File: src/rtl/md_issue_ctrl.sv
// Issue controller for the iterative multiply/divide unit: decodes HI/LO-class
// instructions, launches operations, tracks latency and stalls HI/LO consumers in ID.
module md_issue_ctrl #(
    parameter int MUL_CYCLES = 4,
    parameter int DIV_CYCLES = 32,
    parameter int CNT_W      = 6
) (
    input  logic       clk,
    input  logic       rst,
    input  logic [5:0] opcode,
    input  logic [5:0] func,
    input  logic       issue_en,
    output logic       md_start,
    output logic [1:0] md_op,
    output logic       md_busy,
    output logic       hilo_we,
    output logic       stall_req,
    output logic       mfhiD,
    output logic       mfloD,
    output logic       mthiD,
    output logic       mtloD
);

    typedef enum logic [1:0] {
        S_IDLE,
        S_BUSY,
        S_DONE
    } state_t;

    localparam logic [CNT_W-1:0] MUL_LOAD = CNT_W'(MUL_CYCLES - 1);
    localparam logic [CNT_W-1:0] DIV_LOAD = CNT_W'(DIV_CYCLES - 1);

    state_t           r_state;
    state_t           w_state_nxt;
    logic [CNT_W-1:0] r_cnt;
    logic [CNT_W-1:0] w_cnt_nxt;
    logic [1:0]       r_md_op;
    logic [1:0]       w_md_op_nxt;

    logic w_rtype;
    logic w_is_md;
    logic w_is_hilo_user;
    logic w_issue;

    // Decode is only meaningful for SPECIAL (R-type) instructions.
    assign w_rtype = (opcode == 6'h00);
    assign mfhiD   = w_rtype && (func == 6'h10);
    assign mthiD   = w_rtype && (func == 6'h11);
    assign mfloD   = w_rtype && (func == 6'h12);
    assign mtloD   = w_rtype && (func == 6'h13);
    assign w_is_md = w_rtype && (func[5:2] == 4'b0110);

    assign w_is_hilo_user = w_is_md || mfhiD || mthiD || mfloD || mtloD;

    // DONE is left out on purpose: HI/LO is written at the end of that cycle,
    // so a consumer leaving ID then already sees the new value in EX.
    assign stall_req = (r_state == S_BUSY) && w_is_hilo_user;
    assign w_issue   = issue_en && w_is_md && !stall_req;
    assign md_start  = w_issue;

    assign md_op   = r_md_op;
    assign md_busy = (r_state == S_BUSY);
    assign hilo_we = (r_state == S_DONE);

    // NOTE: every signal written here gets a default first, so no path through
    // the case statement can leave one unassigned and infer a latch.
    always_comb begin
        w_state_nxt = r_state;
        w_cnt_nxt   = r_cnt;
        w_md_op_nxt = r_md_op;
        unique case (r_state)
            S_IDLE, S_DONE: begin
                if (w_issue) begin
                    w_state_nxt = S_BUSY;
                    w_cnt_nxt   = func[1] ? DIV_LOAD : MUL_LOAD;
                    w_md_op_nxt = func[1:0];
                end else begin
                    w_state_nxt = S_IDLE;
                end
            end
            S_BUSY: begin
                if (r_cnt == '0) begin
                    w_state_nxt = S_DONE;
                end else begin
                    w_cnt_nxt = r_cnt - 1'b1;
                end
            end
            default: begin
                w_state_nxt = S_IDLE;
            end
        endcase
    end

    // NOTE: state is updated with non-blocking assignments so every register
    // samples the pre-edge values, regardless of statement order.
    always_ff @(posedge clk) begin
        if (rst) begin
            r_state <= S_IDLE;
            r_cnt   <= '0;
            r_md_op <= 2'b00;
        end else begin
            r_state <= w_state_nxt;
            r_cnt   <= w_cnt_nxt;
            r_md_op <= w_md_op_nxt;
        end
    end

endmodule

File: config.mk
export PLATFORM = sky130hd
export DESIGN_NAME = md_issue_ctrl
export DESIGN_NICKNAME = d
export VERILOG_FILES = /design/src/rtl/md_issue_ctrl.sv
export SDC_FILE = /design/constraint.sdc
export NUM_CORES = 1
export LEC_CHECK = 0
export CORE_MARGIN = 5
export CORE_UTILIZATION = 37
export DETAILED_ROUTE_END_ITERATION = 10
export PLACE_DENSITY = 0.73
export SYNTH_ARGS = -nofsm -noshare
export SYNTH_HDL_FRONTEND = slang
export SYNTH_SLANG_ARGS = --single-unit
File: constraint.sdc
create_clock -name clk -period 1.65 [get_ports clk]
set_input_delay 0.2475 -clock clk [delete_from_list [all_inputs] [get_ports clk]]
set_output_delay 0.2475 -clock clk [all_outputs]
set_load 0.05 [all_outputs]
==> results.cfg <==
[status]
outcome = finished, violations left
violations = setup timing

[logic_synthesis]
synthTopCellsByArea = dfxtp_1, a21oi_1, nand2_1, or3_1, or4_4
post_synth.cell_area_avg_um2 = 8.27
synthFlopType = dfxtp_1
synth_top_area_cell = dfxtp_1
async_reset_ff_frac = 0
yosysSeqAreaShare = 0.327
yosysWarnings = 0
synth_top_area_frac = 0.327
yosys.cell_count.top_type = dfxtp_1
syn-cell-area_um2 = 612
ys_types = 31
ys_seq_elements = 10
synth_edf_count = 0
syn_inst = 74
ys_top_cells_by_count = dfxtp_1, nand2_1, a21oi_1
syn-num-nets = 90

[grt]
grt_max_degree = 8
overflow = 0
grt_pass1_wl_um = 3310
antenna_found_initial = 0
grt.total_usage = 0.166
grt_pass1_vias = 741

[critical_path]
cp_max_fo = 5
critical_path_class = in -> out
crit_end = mthiD
r2r_start = r_cnt[0]
startpoint = opcode[5]
arrival_ns = 1.78
required_ns = 1.40
crit_path_start_kind = primary input
reg2reg_slack_ns = 0.04
endpoint_kind = output pin
rr_worst_depth = 7
r2r_end = r_cnt[4]

[floorplan]
initial_core_util = 0.397
die_width_um = 50.7
rows = 14
coreArea_um2 = 1540
pin_count = 25
dieArea_um2 = 2570
die_h_um = 50.7

[routing]
routedWlPerCell_um = 15.4
antenna_left = 0
drtIter0Drc = 22
drc = 0
routed_via_density = 5.88
routed_wl_um = 1980
dr_total_vias = 753
drtPass1Iterations = 4

[pwr]
cellLeakagePower_nw = 0.432
p_per_area_nw_per_um2 = 461
finalPower_w = 0.000534
max-vdd-ir-drop_mv = 0.396

[min_path]
hold_path.class = reg -> reg
hold_path_depth = 2
hold_path.startpoint = md_op[1]

[timing]
finalCritPeriodShare = 1.23
finalHoldViolations = 0
finalSetupViolCount = 11
finalMaxSlewViolations = 0
worst_slack_ns = -0.379
max_slew_margin = 0.758
fin_worst_skew_ns = 0.00155
rsz0062_at_grt = true
max_freq_mhz = 493
max_slew.worst_pin.slew_ns = 0.360
layout_min_cycle_time_ns = 2.03
hold_slack_ns = 0.475

[cells_and_area]
drive_gt1_frac = 0.500
syn_to_final_growth_pct = 89.2
finish.net_count = 129
fillers = 97
diodes = 0

[placed_design]
dp_hpwl_um = 1580
gp_congestion = 0.874
portBuffers = 24

[clock_network]
numCtsBuffers = 3
hold_buffers = 0
clockRootBuffer = clkbuf_4
cts.htree.levels = 1
tritoncts = done
worstSkewPairLatency_ns = 0.27
cts.path.max_buffers = 2
clk_pin_slew_worst_paths_ns = 0.06
cts_sinks = 10

[job]
drv_cap = 0
[repair_timing]
action	CTS	global route
setup buffers	1	0
gates resized for setup	29	12
setup endpoints to repair	15	16
pin swaps	8	9
hold endpoints to repair	0	0
[where the power goes]
part           internal (W)  switching, W  total [W]
sequential         0.000241  0.0000000806   0.000241
combinational     0.0000411     0.0000310  0.0000721
clock              0.000134     0.0000863   0.000221
total              0.000417      0.000117   0.000534
[critical path, stage by stage]
cell and delay, ns:
buf_6 0.09, or4b_4 0.53, or3_4 0.44, nor4b_4 0.30, buf_12 0.18
[placed cells by master (no fill, tap or decap), drive strengths merged]
master,count
a32o,2
nand3,1
dfxtp,10
o22ai,1
o21a,2
clkdlybuf4s15,2
o32ai,2
buf,29
nand3b,1
clkbuf,4
nand2b,2
and4bb,1
nor4b,2
or4b,1
a21boi,1
nor3,4
or3,4
ha,1
inv,3
or4,2
clkdlybuf4s50,6
a211oi,1
clkinvlp,1
nor2b,2
a21oi,6
a311oi,1
nand2,9
a21o,1
nor4,4
o21ai,1
nor2,5
[area by class of cell]
class	count	area (um2)	area share
tap	16	20.0	0.0173
timing repair buffer	37	390	0.337
sequential	10	200	0.173
inverter	4	18.8	0.0162
clock buffer	4	36.3	0.0314
multi-input combinational	57	492	0.425
[state kept, by name (all words and copies together), names as in the netlist]
name / count
md_op: 2
r_state: 2
r_cnt: 6
[how the worst min path moves through the flow]
stage               slack [ns]        to
global route              0.50  md_op[1]
floorplan                 0.39  md_op[0]
global placement          0.44  md_op[0]
detailed placement        0.45  md_op[1]
finish                    0.47  md_op[1]
CTS                       0.47  md_op[1]
[metrics by stage]
step / util / std cells / setup WS (ns) / setup TNS, ns / area (um2)
floorplan: - / 74 / -0.521 / -2.73 / 679
global placement: 0.696 / 123 / -0.774 / -9.34 / 1070
detailed placement: 0.696 / 123 / -0.822 / -9.93 / 1070
CTS: 0.723 / 128 / -0.431 / -2.52 / 1110
global route: 0.751 / 128 / -0.426 / -2.80 / 1160
finish: 0.751 / 128 / -0.379 / -2.35 / 1160
[logic make-up after synthesis]
logic type,after synthesis,synth area share
compound gates,18,0.205
buf+inv,7,0.0450
fa+ha+maj,1,0.0204
simple gates,38,0.403
flops,10,0.327
[layer usage]
layer | track usage | part of all wire | vias up
li1 | - | - | 360
met2 | 0.283 | 0.47 | 46
met3 | 0.0473 | 0.090 | 9
met5 | 0 | 0 | -
met1 | 0.189 | 0.41 | 338
met4 | 0.0766 | 0.023 | 0
Power figures use the tool's default switching activity.
==> edit 1, RTL diff (same flow settings) <==
Set the parameter `CNT_W` to 7 (it was 6).
--- a/src/rtl/md_issue_ctrl.sv
+++ b/src/rtl/md_issue_ctrl.sv
@@ -4,5 +4,5 @@
     parameter int MUL_CYCLES = 4,
     parameter int DIV_CYCLES = 32,
-    parameter int CNT_W      = 6
+    parameter int CNT_W      = 7
 ) (
     input  logic       clk,
Formal check against the unedited RTL: no difference found for any inputs over 10 cycles, from zero or initial values and one cycle with rst high; that may be too few to reach the edited logic, so the function may still have changed.
==> edit 1 against the original RTL <==
The flow still finishes with violations (setup timing); sequential cell count increased by 1; setup slack lost 0.050 ns; area after synthesis grew 4.5%; final area grew 2.1%; clock skew up 0.0049 ns; power fell by 1.7%; wire length grew 1.8%; non-clock buffer count rose by 3.
==> edit 1: results (changes against the original RTL) <==
Outcome
  • Result of the run: finished, violations left (unchanged)
  • Violated checks: setup timing (unchanged)

Critical path
  • Worst reg2reg setup slack: 0.11 ns (was 0.04 ns)
  • Crit path arrival time: 1.83 ns (was 1.78 ns)
  • FF-to-FF End: r_cnt[3]$_SDFFE_PP0P_ (was r_cnt[4]$_SDFFE_PP0P_)

GRT
  • Vias in the first global route: 726 (was 741)
  • Overall Global Routing Usage: 14.48% (was 16.64%)
  • Wire length of the first global-routing pass: 2967 µm (was 3312 µm)
  • Largest net degree at the start of global routing: 10 (was 8)
  • Initial antenna violation count: 0 (unchanged)

Timing
  • Total negative setup slack: -2.249 ns (was -2.353 ns)
  • Hold_ws: 0.4547 ns (was 0.4745 ns)
  • Slack of the critical path: -0.4289 ns (was -0.3788 ns)
  • Worst relative slew slack: 78.14% (was 75.80%)
  • Setup Viol. Count Final: 10 (was 11)

Yosys
  • Sequential area share after synthesis: 34.44% (was 32.72%)
  • Post-synthesis compound-gate area fraction: 19.37% (was 20.45%)
  • Fraction of registers with async set/reset: 0% (unchanged)
  • Post-synthesis adder-cell area fraction: 1.957% (was 2.045%)
  • Most instantiated cells after synthesis: 11 x sky130_fd_sc_hd__dfxtp_1, 8 x sky130_fd_sc_hd__nand2_1, 5 x sky130_fd_sc_hd__a21oi_1, 5 x sky130_fd_sc_hd__nor2_1 (was 10 x sky130_fd_sc_hd__dfxtp_1, 8 x sky130_fd_sc_hd__nand2_1, 6 x sky130_fd_sc_hd__a21oi_1)
  • Synthesized net count: 92 (was 90)
  • Number of standard cells after synthesis: 76 (was 74)
  • Post-synthesis cell type count: 28 (was 31)
  • Dominant cells by area after synthesis: sky130_fd_sc_hd__dfxtp_1 34%, sky130_fd_sc_hd__a32o_1 6.3%, sky130_fd_sc_hd__nand2_1 4.7% (was sky130_fd_sc_hd__dfxtp_1 33%, sky130_fd_sc_hd__a21oi_1 4.9%, sky130_fd_sc_hd__nand2_1 4.9%)

Placed design
  • DP Cell Count: 127 (was 123)
  • Final weighted congestion of routability-driven global placement: 0.8487 (was 0.8738)
  • Post-place instance area: 0.001120 mm² (was 0.001074 mm²)
  • DP Wirelength: 1534 µm (was 1580 µm)

Layout
  • Flip-flop count of the largest register after layout: 7 (was 6)
  • Fill cell instance count of the final layout: 126 (was 97)
  • Final instance count without filler cells: 134 (was 128)
  • Fraction of layout instances using a drive strength above 1: 47.01% (was 50.00%)

Drt
  • Routed vias: 766 (was 753)
  • Number of DRC markers after the initial detailed-route iteration: 16 (was 22)

Pwr
  • Max IR drop VDD: 450.0 µV (was 395.6 µV)
  • Leakage Power: 0.4914 nW (was 0.4322 nW)
[edit 1: changes by cell type in the layout (fill, tap and decap cells not counted), sizes merged, moves of 2 or more]
cell,unedited run,this run
o21ai,1,4
a32o,2,4
buf,29,31
o21a,2,0
o32ai,2,0
[edit 1: worst max path at each step]
| stage | endpoint | startpoint | depth (start not counted) | slack [ns] |
|---|---|---|---|---|
| after global placement | mtloD | opcode[5] | 6 | -0.81 |
| after detailed placement | mtloD | opcode[5] | 6 | -0.82 |
| after CTS | mtloD | func[2] | 6 | -0.47 |
| after global routing | mtloD | opcode[5] | 5 | -0.49 |
| after floorplan | mtloD | opcode[5] | 4 | -0.61 |
| final | mtloD | opcode[5] | 5 | -0.43 |
[edit 1: area by class of cell]
type                            count  area, µm²  share of cell area (%)
Sequential cell                    11      221.5                   18.75
Multi-Input combinational cell     58      493.0                   41.74
Timing Repair Buffer               40      402.9                   34.11
Clock buffer                        3      22.52                   1.907
Tap cell                           17      21.27                   1.801
Clock inverter                      1      5.005                  0.4237
Inverter                            4      15.01                   1.271
[edit 1: per-layer routing]
metal / vias to the layer above / global-route usage, % / wire (µm)
met5: - / 0 / 0
met4: 0 / 3.493 / 0
met3: 0 / 3.152 / 103
met2: 24 / 28.60 / 1109
met1: 371 / 15.19 / 798
li1: 371 / - / -
[edit 1: what timing repair did]
action / CTS / global route
gates cloned: 0 / 1
hold buffers: 0 / 0
endpoints found under the setup margin: 16 / 14
hold endpoints to repair: 0 / 0
setup buffers: 1 / 3
gates resized for setup: 25 / 12
pin swaps: 10 / 4
[edit 1: critical path: cells and delay by family]
kind / cells / cell delay [ns]
and+or+nand+nor: 3 / 1.33
buffers and inverters: 2 / 0.26
[edit 1: cells by family after synthesis]
| logic type | count (synthesis) |
|---|---|
| buffers and inverters | 7 |
| AND/OR/NAND/NOR | 39 |
| adder cells (fa/ha/maj) | 1 |
| flip-flops | 11 |
| AO/OA/AOI/OAI | 18 |
[edit 1: power breakdown]
| part | total [mW] | internal, mW | switching, mW |
|---|---|---|---|
| Sequential | 0.265 | 0.265 | 0.0000856 |
| Combinational | 0.0743 | 0.0419 | 0.0324 |
| Clock | 0.185 | 0.0896 | 0.0956 |
==> edit 2, RTL diff (same settings) <==
Without the edit above. Encoding of `state_t`: now one-hot (3 bits for 3 states).
--- a/src/rtl/md_issue_ctrl.sv
+++ b/src/rtl/md_issue_ctrl.sv
@@ -22,8 +22,8 @@
 );
 
-    typedef enum logic [1:0] {
-        S_IDLE,
-        S_BUSY,
-        S_DONE
+    typedef enum logic [2:0] {
+        S_IDLE = 3'b001,
+        S_BUSY = 3'b010,
+        S_DONE = 3'b100
     } state_t;
 
Formal check against the unedited RTL: same outputs for any inputs over 10 cycles, from zero or initial values and one cycle with rst high; not proved beyond that.
==> edit 2 against the original RTL <==
Setup slack better by 0.33 ns; sequential cell count is 1 higher; critical path depth is 1 higher; combinational power is 5.1% higher; the run still ends with setup timing left; power is 1.5% lower; area after synthesis is 0.61% lower; final area is 6.5% higher; register-to-register slack worse by 0.04 ns; global-route usage is 0.24 points lower; wire length is 5.6% higher; highest routed layer unchanged; fmax is 19% higher.
==> edit 2: results (changes against the original RTL) <==
Timing
  • Hold_ws: 0.4853 ns (was 0.4745 ns)
  • Transition at the pin with the smallest max-transition slack: 0.4896 ns (was 0.3602 ns)
  • Slack of the critical path: -0.05376 ns (was -0.3788 ns)
  • Setup Viol. Count Final: 5 (was 11)
  • Worst Skew: 0.0007259 ns (was 0.001552 ns)

Pwr
  • Portion of total power attributed to the clock network: 35.2% (was 41.3%)
  • Internal Power: 0.4003 mW (was 0.4166 mW)
  • Total power per unit cell area: 426.9 mW/mm² (was 461.4 mW/mm²)
  • Max IR drop VDD: 480.7 µV (was 395.6 µV)
  • Sequential power: 0.265 mW (was 0.241 mW)

Drt
  • Number of DRC markers after the initial detailed-route iteration: 19 (was 22)
  • Wire length the detailed router placed on met1: 806 µm (was 812 µm)
  • Routed vias: 756 (was 753)
  • Met3 Routed Length: 121 µm (was 177 µm)
  • Wire length after detailed routing: 2086 µm (was 1975 µm)
  • Routed met2 length: 1106 µm (was 938 µm)

Placed design
  • Setup Slack @ Placement: -0.4613 ns (was -0.8218 ns)
  • Final weighted congestion of routability-driven global placement: 0.9163 (was 0.8738)
  • Post-place instance area: 0.001141 mm² (was 0.001074 mm²)

Yosys
  • Synthesized net count: 87 (was 90)
  • Most instantiated cells after synthesis: 11 x sky130_fd_sc_hd__dfxtp_1, 6 x sky130_fd_sc_hd__a21oi_1, 5 x sky130_fd_sc_hd__nor2_1 (was 10 x sky130_fd_sc_hd__dfxtp_1, 8 x sky130_fd_sc_hd__nand2_1, 6 x sky130_fd_sc_hd__a21oi_1)
  • Dominant cells by area after synthesis: sky130_fd_sc_hd__dfxtp_1 36%, sky130_fd_sc_hd__a21oi_1 4.9%, sky130_fd_sc_hd__nor4b_1 4.3% (was sky130_fd_sc_hd__dfxtp_1 33%, sky130_fd_sc_hd__a21oi_1 4.9%, sky130_fd_sc_hd__nand2_1 4.9%)
  • Post-synthesis adder-cell area fraction: 4.115% (was 2.045%)
  • Post-synthesis xor/xnor area fraction: 1.440% (was 0%)

Critical path
  • Crit path arrival time: 1.46 ns (was 1.78 ns)
  • Worst setup path startpoint: opcode[2] (was opcode[5])
  • Crit-path max cell delay: 0.30 ns (was 0.53 ns)
  • Max Fanout on Critical Path: 4 (was 5)
  • Capturing instance or port of the critical path: mfloD (was mthiD)
  • Cell with the biggest individual delay on the critical path: sky130_fd_sc_hd__nor4b_4 (was sky130_fd_sc_hd__or4b_4)

Layout
  • Number of nets in the layout: 135 (was 129)
  • Fraction of layout instances using a drive strength above 1: 47.86% (was 50.00%)

GRT
  • Grt met1 use: 17.86% (was 18.90%)
  • Global routing met3 resource utilization: 2.959% (was 4.734%)
  • Met2 global-route usage: 29.55% (was 28.31%)
  • Largest net degree at the start of global routing: 15 (was 8)

Clock network
  • Number of post-CTS setup repair buffers: 4 (was 1)
  • # resized after CTS: 26 (was 29)

Outcome
  • Violated checks: setup timing (unchanged)
  • Result of the run: finished, violations left (unchanged)
[edit 2: cell types whose count changed after synthesis, sizes merged, moves of 2 or more]
| cell | unedited run | this run |
|---|---|---|
| nand2 | 9 | 4 |
| a32o | 2 | 0 |
| clkbuf | 2 | 0 |
| nand2b | 2 | 0 |
| nand3 | 1 | 3 |
| nand4 | 0 | 2 |
| nor2b | 2 | 0 |
| nor4 | 4 | 2 |
| or3 | 4 | 2 |
[edit 2: stage by stage]
stage          std cells  total power [mW]  setup TNS, ns
5_1_grt              133            0.5562        -0.5914
2_1_floorplan         70            0.2930         -1.328
4_1_cts              133            0.5238        -0.1855
3_5_place_dp         125            0.3498         -3.877
6_report             133            0.5262        -0.1161
3_3_place_gp         125            0.3480         -3.197
[edit 2: cell type report]
cell class / instances / share of cell area (%)
Multi-Input combinational cell: 54 / 38.48
Timing Repair Buffer: 44 / 38.17
Sequential cell: 11 / 18.07
Clock buffer: 4 / 2.132
Tap cell: 16 / 1.624
Inverter: 4 / 1.523
